**config.mk**
```make
export PLATFORM = sky130hd
export DESIGN_NAME = conv_window_sequencer
export DESIGN_NICKNAME = d
export VERILOG_FILES = /design/src/rtl/conv_window_sequencer.sv
export SDC_FILE = /design/constraint.sdc
export NUM_CORES = 1
export LEC_CHECK = 0
export CORE_ASPECT_RATIO = 0.8
export CORE_UTILIZATION = 42
export DETAILED_ROUTE_END_ITERATION = 7
export PLACE_DENSITY = 0.81
export RECOVER_POWER = 25
export SLEW_MARGIN = 20
export SYNTH_ARGS = -nofsm -noshare
export SYNTH_HDL_FRONTEND = slang
export SYNTH_SLANG_ARGS = --single-unit
```
**constraint.sdc**
```tcl
create_clock -name clk -period 4.95 [get_ports clk]
set_clock_uncertainty 0.2 [all_clocks]
set_input_delay 0.99 -clock clk [delete_from_list [all_inputs] [get_ports clk]]
set_output_delay 0.99 -clock clk [all_outputs]
set_load 0.02 [all_outputs]
```
**src/rtl/conv_window_sequencer.sv**
```systemverilog
// conv_window_sequencer
//   Drives one MAC unit through a stride-1, valid-padding 2-D convolution.
//   Every output window gets KSIZE*KSIZE tap reads from the image and filter
//   buffers. The returned operands go to the MAC with macEnable, and the
//   final tap is flagged with oneConvDone. The MAC result is then captured
//   into a single-entry valid/ready output register.
//
// Optional feature (compile-time macro CONV_RELU_EN):
//   defined   -> captured result is max(mac_output, 0)
//   undefined -> mac_output is captured unmodified
//   Timing is the same either way.
//
// Ports:
//   clk, reset          clock; synchronous active-high reset
//   start               one-cycle pulse, starts a full pass when idle
//   busy, done          pass in progress / one-cycle end-of-pass pulse
//   img_rd_en/img_addr  image buffer read; img_rdata valid one cycle later
//   flt_rd_en/flt_addr  filter buffer read; flt_rdata valid one cycle later
//   macEnable           operand valid to the MAC
//   oneConvDone         last-tap marker to the MAC
//   imageData_out       img_rdata while macEnable, else 0
//   filterData_out      flt_rdata while macEnable, else 0
//   mac_output          MAC result, sampled only while oneConvDone
//   result_valid/ready  output handshake; transfer when both are high
//   result_data/addr    captured result and its output pixel index
//
// Handshake: a result transfers on every rising clk edge where
//   result_valid && result_ready. result_valid stays high and
//   result_data/result_addr stay stable until that transfer happens.
module conv_window_sequencer #(
  parameter int IMG_W           = 28,
  parameter int IMG_H           = 28,
  parameter int KSIZE           = 3,
  parameter int dataWidth       = 16,
  parameter int filterDataWidth = 4,
  parameter int IMG_AW          = 10,
  parameter int FLT_AW          = 6,
  parameter int OUT_AW          = 10
) (
  input  logic                       clk,
  input  logic                       reset,
  input  logic                       start,
  output logic                       busy,
  output logic                       done,
  output logic                       img_rd_en,
  output logic [IMG_AW-1:0]          img_addr,
  input  logic [dataWidth-1:0]       img_rdata,
  output logic                       flt_rd_en,
  output logic [FLT_AW-1:0]          flt_addr,
  input  logic [filterDataWidth-1:0] flt_rdata,
  output logic                       macEnable,
  output logic                       oneConvDone,
  output logic [dataWidth-1:0]       imageData_out,
  output logic [filterDataWidth-1:0] filterData_out,
  input  logic [dataWidth-1:0]       mac_output,
  output logic                       result_valid,
  input  logic                       result_ready,
  output logic [dataWidth-1:0]       result_data,
  output logic [OUT_AW-1:0]          result_addr
);

  localparam int OUT_W = IMG_W - KSIZE + 1;
  localparam int OUT_H = IMG_H - KSIZE + 1;

  typedef enum logic [2:0] {
    S_IDLE,
    S_WAIT_SLOT,
    S_RUN,
    S_DRAIN,
    S_DONE
  } state_t;

  state_t state, state_next;

  logic [2:0]           kx, ky;
  logic [IMG_AW-1:0]    col, row;
  logic [OUT_AW-1:0]    win;
  logic                 rd_en, last_tap, last_win, slot_free;
  logic                 rd_en_d, last_d;
  logic [OUT_AW-1:0]    win_d;
  logic [dataWidth-1:0] captured;

  assign last_tap = (kx == 3'(KSIZE - 1)) && (ky == 3'(KSIZE - 1));
  assign last_win = (col == IMG_AW'(OUT_W - 1)) && (row == IMG_AW'(OUT_H - 1));

  // A capture still sitting in the data stage counts as an occupied slot.
  // Without this, the next window could start while the previous result is
  // still in flight and then overwrite it if result_ready stays low.
  assign slot_free = !last_d && (!result_valid || result_ready);

  // ---------------- FSM ----------------
  always_ff @(posedge clk) begin
    if (reset) state <= S_IDLE;
    else       state <= state_next;
  end

  always_comb begin
    state_next = state;
    rd_en      = 1'b0;
    case (state)
      S_IDLE:      if (start) state_next = S_WAIT_SLOT;
      S_WAIT_SLOT: if (slot_free) state_next = S_RUN;
      S_RUN: begin
        rd_en = 1'b1;
        if (last_tap) state_next = last_win ? S_DRAIN : S_WAIT_SLOT;
      end
      S_DRAIN:     state_next = S_DONE;
      S_DONE:      state_next = S_IDLE;
      default:     state_next = S_IDLE;
    endcase
  end

  assign busy      = (state != S_IDLE);
  assign done      = (state == S_DONE);
  assign img_rd_en = rd_en;
  assign flt_rd_en = rd_en;

  // Addresses are held at zero whenever no tap is being issued.
  assign img_addr = rd_en ? (row + IMG_AW'(ky)) * IMG_AW'(IMG_W) + col + IMG_AW'(kx)
                          : '0;
  assign flt_addr = rd_en ? FLT_AW'(ky) * FLT_AW'(KSIZE) + FLT_AW'(kx) : '0;

  // ---------------- tap / window counters ----------------
  always_ff @(posedge clk) begin
    if (reset || state == S_IDLE) begin
      kx  <= '0;
      ky  <= '0;
      col <= '0;
      row <= '0;
      win <= '0;
    end else if (rd_en) begin
      if (last_tap) begin
        kx  <= '0;
        ky  <= '0;
        win <= win + OUT_AW'(1);
        if (col == IMG_AW'(OUT_W - 1)) begin
          col <= '0;
          row <= last_win ? '0 : row + IMG_AW'(1);
        end else begin
          col <= col + IMG_AW'(1);
        end
      end else if (kx == 3'(KSIZE - 1)) begin
        kx <= '0;
        ky <= ky + 3'd1;
      end else begin
        kx <= kx + 3'd1;
      end
    end
  end

  // ---------------- data stage (aligned with buffer read latency) -------
  always_ff @(posedge clk) begin
    if (reset) begin
      rd_en_d <= 1'b0;
      last_d  <= 1'b0;
      win_d   <= '0;
    end else begin
      rd_en_d <= rd_en;
      last_d  <= rd_en && last_tap;
      if (rd_en) win_d <= win;
    end
  end

  assign macEnable      = rd_en_d;
  assign oneConvDone    = last_d;
  assign imageData_out  = macEnable ? img_rdata : '0;
  assign filterData_out = macEnable ? flt_rdata : '0;

  // ---------------- result register ----------------
  always_comb begin
`ifdef CONV_RELU_EN
    captured = mac_output[dataWidth-1] ? '0 : mac_output;
`else
    captured = mac_output;
`endif
  end

  // A capture takes priority over a handshake in the same cycle.
  always_ff @(posedge clk) begin
    if (reset) begin
      result_valid <= 1'b0;
      result_data  <= '0;
      result_addr  <= '0;
    end else if (oneConvDone) begin
      result_valid <= 1'b1;
      result_data  <= captured;
      result_addr  <= win_d;
    end else if (result_valid && result_ready) begin
      result_valid <= 1'b0;
    end
  end

endmodule

```
==> impl_metrics.tcl <==
set metrics [dict create \
    dr.pass1.iters 4 \
    async_flop_share 0 \
    place_area_um2 6020 \
    port_buffers 107 \
    vdd_drop_max_mv 0.190 \
    nets 730 \
    cp.arrival_ps 4390 \
    cts_tree "done" \
    io-pin-count 109 \
    clockBufferDepth 2 \
    fmax_mhz 179 \
    dieArea_um2 11100 \
    critical_path_class "reg2out" \
    worst_pin_slew_ps 1770 \
    grt_antenna_before_repair 0 \
    crit_family "adder cells" \
    design_area_um2 6450 \
    syn_to_final_growth_pct 43.7 \
    synth-edff-count 0 \
    synth_cell_types 46 \
    period_minus_slack_ps 5580 \
    worstSetupStartpoint "ky[0]$_SDFFE_PP0P_" \
    crit_top_cell "xnor2_1" \
    setup-violations-final 5 \
    r2r_slack_ps 1590 \
    critPathRequiredTime_ps 3760 \
    critPathCaptureType "output port" \
    drt-total-wl_um 10700 \
    min_period_over_period 1.13 \
    crit_chain "ha_4 -> fa_2 -> xor2_4 -> fa_1 -> ha_2 -> fa_2 -> a21o_1 -> a21oi_2 -> xnor2_1 -> ha_2 -> xnor2_2 -> xnor2_1 -> xnor2_1 -> xnor2_1 -> xnor3_1 -> nor2_4 -> buf_4" \
    final_max_slew_viol_count 43 \
    cellPowerDensity_nw_per_um2 224 \
    ys_seq_area_frac 0.348 \
    critical-path-max-stage-delay_ps 470 \
    die_h_um 94.5 \
    hold_viol_final 0 \
    drtAntennaViolNets 0 \
    synthCells 512 \
    routed_via_density 5.08 \
    critPathBufInv 1 \
    most-common-layout-cells "clkdlybuf4s50_1, nor2_1, dfxtp_1" \
    antenna_cells 0 \
    grt_overflow_total 0 \
    crit_slowest_cell "fa_1" \
    path_max_fanout 3 \
    violations "capacitance limit, slew limit, setup timing" \
    synth_fp_nets 600 \
    numCtsBuffers 9 \
    power.total_w 0.00145 \
    track_usage 0.198 \
    clock_latency_ps 330 \
    grt_max_degree 43 \
    wl_per_cell_um 13.6 \
    drtIter0Drc 182 \
    grt_pass1_wl_um 18100 \
    core_um2 10300 \
    grt_pass1_vias 3926 \
    stdcell_count 787 \
    place_inst 770 \
    ys_ff_latch 78 \
    clkSinkCount 78 \
    drv_cap 1 \
    final_common_cell "clkdlybuf4s50_1" \
    htree_levels 3 \
    die_x_um 118 \
    crit_path_start_kind "flip-flop" \
    grt_setup_unrepaired "true" \
    hpwl_um 7860 \
    status "finished with violations" \
    rows 33 \
    reg2regPathDepth 6 \
    r2r-start "kx[1]$_SDFFE_PP0P_" \
    drc_errors 0 \
    hold_class "reg2reg" \
    final_layout_size_suffix_gt1_frac 0.141 \
    slew-limit-headroom -0.177 \
    gp_congestion 0.803 \
    cp-endpoint "img_addr[9]" \
    fin_setup_tns_ps -1300 \
    r2r-end "win[8]$_SDFFE_PP0P_" \
    cts_root_buffer "clkbuf_16" \
    yosys_warnings 0 \
    leakagePower_nw 2.58 \
    path_depth 17 \
    synthFlopType "dfxtp_1" \
    floorplan.initialDensity 0.435 \
    clk_pin_slew_ps 60 \
    num_vias 3995 \
    netlist_area_um2 4490 \
    fin_ws_ps -632 \
    syn_avg_cell_area_um2 8.77 \
]
## Yosys cell counts (2+ instances only)
library cell,n,area share
nand4_1,9,0.013
nor2b_1,2,0.0028
and2_1,25,0.035
mux2i_1,26,0.058
a31oi_1,2,0.0028
buf_1,3,0.0025
nor3b_1,2,0.0033
ha_1,39,0.11
nor3_1,9,0.010
dfxtp_1,78,0.35
a211oi_1,3,0.0050
inv_1,19,0.016
nand2_1,41,0.034
xor2_1,28,0.055
a21o_1,11,0.018
o21bai_1,2,0.0033
nand3_1,10,0.011
xnor2_1,20,0.039
clkbuf_1,17,0.014
fa_1,9,0.040
buf_4,2,0.0033
nand2b_1,5,0.0070
a21oi_1,34,0.038
or3_1,6,0.0084
nor2_1,79,0.066
o21ai_0,9,0.010
and3_1,3,0.0042
## worst min-delay path, delay by kind of cell (launching register included)
family	cells	cell delay (ps)
flip-flops	1	310
AND/OR/NAND/NOR	1	50
AO/OA/AOI/OAI	1	50
## routing by layer
metal  GRT usage  wire, um  part of all wire  vias to the layer above
li1            -         -                 -                     1980
met1       0.240      4830              0.45                     1902
met2       0.358      5260              0.49                      105
met3      0.0441       478             0.045                        8
met4      0.0481       116             0.011                        0
met5           0         0                 0                        -
## cell families after synthesis
logic type,after synthesis,share of synthesized area
compound gates,68,0.0934
xor+xnor,49,0.0987
fa+ha+maj,48,0.149
buf+inv,43,0.0396
flops,78,0.348
mux,26,0.0580
other cells,1,0.000836
simple gates,199,0.213
## timing repair
item,4_1_cts,5_1_grt
hold buffers,0,0
setup buffers,2,1
resized for setup,40,5
hold endpoints to repair,0,0
endpoints found under the setup margin,6,5
pin swaps,14,10
## worst min path at each step
stage                          startpoint               endpoint  cells past startpoint
floorplan           win_d[0]$_SDFFE_PP0P_  win_d[0]$_SDFFE_PP0P_                      2
global placement    win_d[8]$_SDFFE_PP0P_  win_d[8]$_SDFFE_PP0P_                      2
detailed placement  win_d[3]$_SDFFE_PP0P_  win_d[3]$_SDFFE_PP0P_                      2
CTS                 win_d[3]$_SDFFE_PP0P_  win_d[3]$_SDFFE_PP0P_                      2
global route        win_d[6]$_SDFFE_PP0P_  win_d[6]$_SDFFE_PP0P_                      2
finish              win_d[3]$_SDFFE_PP0P_  win_d[3]$_SDFFE_PP0P_                      2
## where the power goes
group	switching (W)	internal [W]
registers	0.00000439	0.000629
clock network	0.000271	0.000448
logic	0.0000464	0.0000467
total	0.000321	0.00112
## flip-flops by register name, summed over array words and instances, names as in the netlist
signal / flops
result_addr: 10
result_data: 16
state: 3
win_d: 10
oneConvDone: 1
ky: 3
kx: 3
row: 10
win: 10
result_valid: 1
col: 10
macEnable: 1
## through the flow
stage	hold WS, ps	worst slack (ps)	util
finish	255	-632	0.625
global route	278	-811	0.625
floorplan	236	-185	-
detailed placement	249	-880	0.583
global placement	248	-747	0.583
CTS	257	-656	0.623
## cell type report
type / instances / area (um^2)
clock buffer: 9 / 225
multi-input combinational: 391 / 2960
tap: 140 / 175
inverter: 19 / 71.3
fill: 827 / 3870
sequential: 78 / 1570
clock inverter: 7 / 105
timing repair buffer: 143 / 1340
No activity file was read; power rests on OpenSTA's default activity.
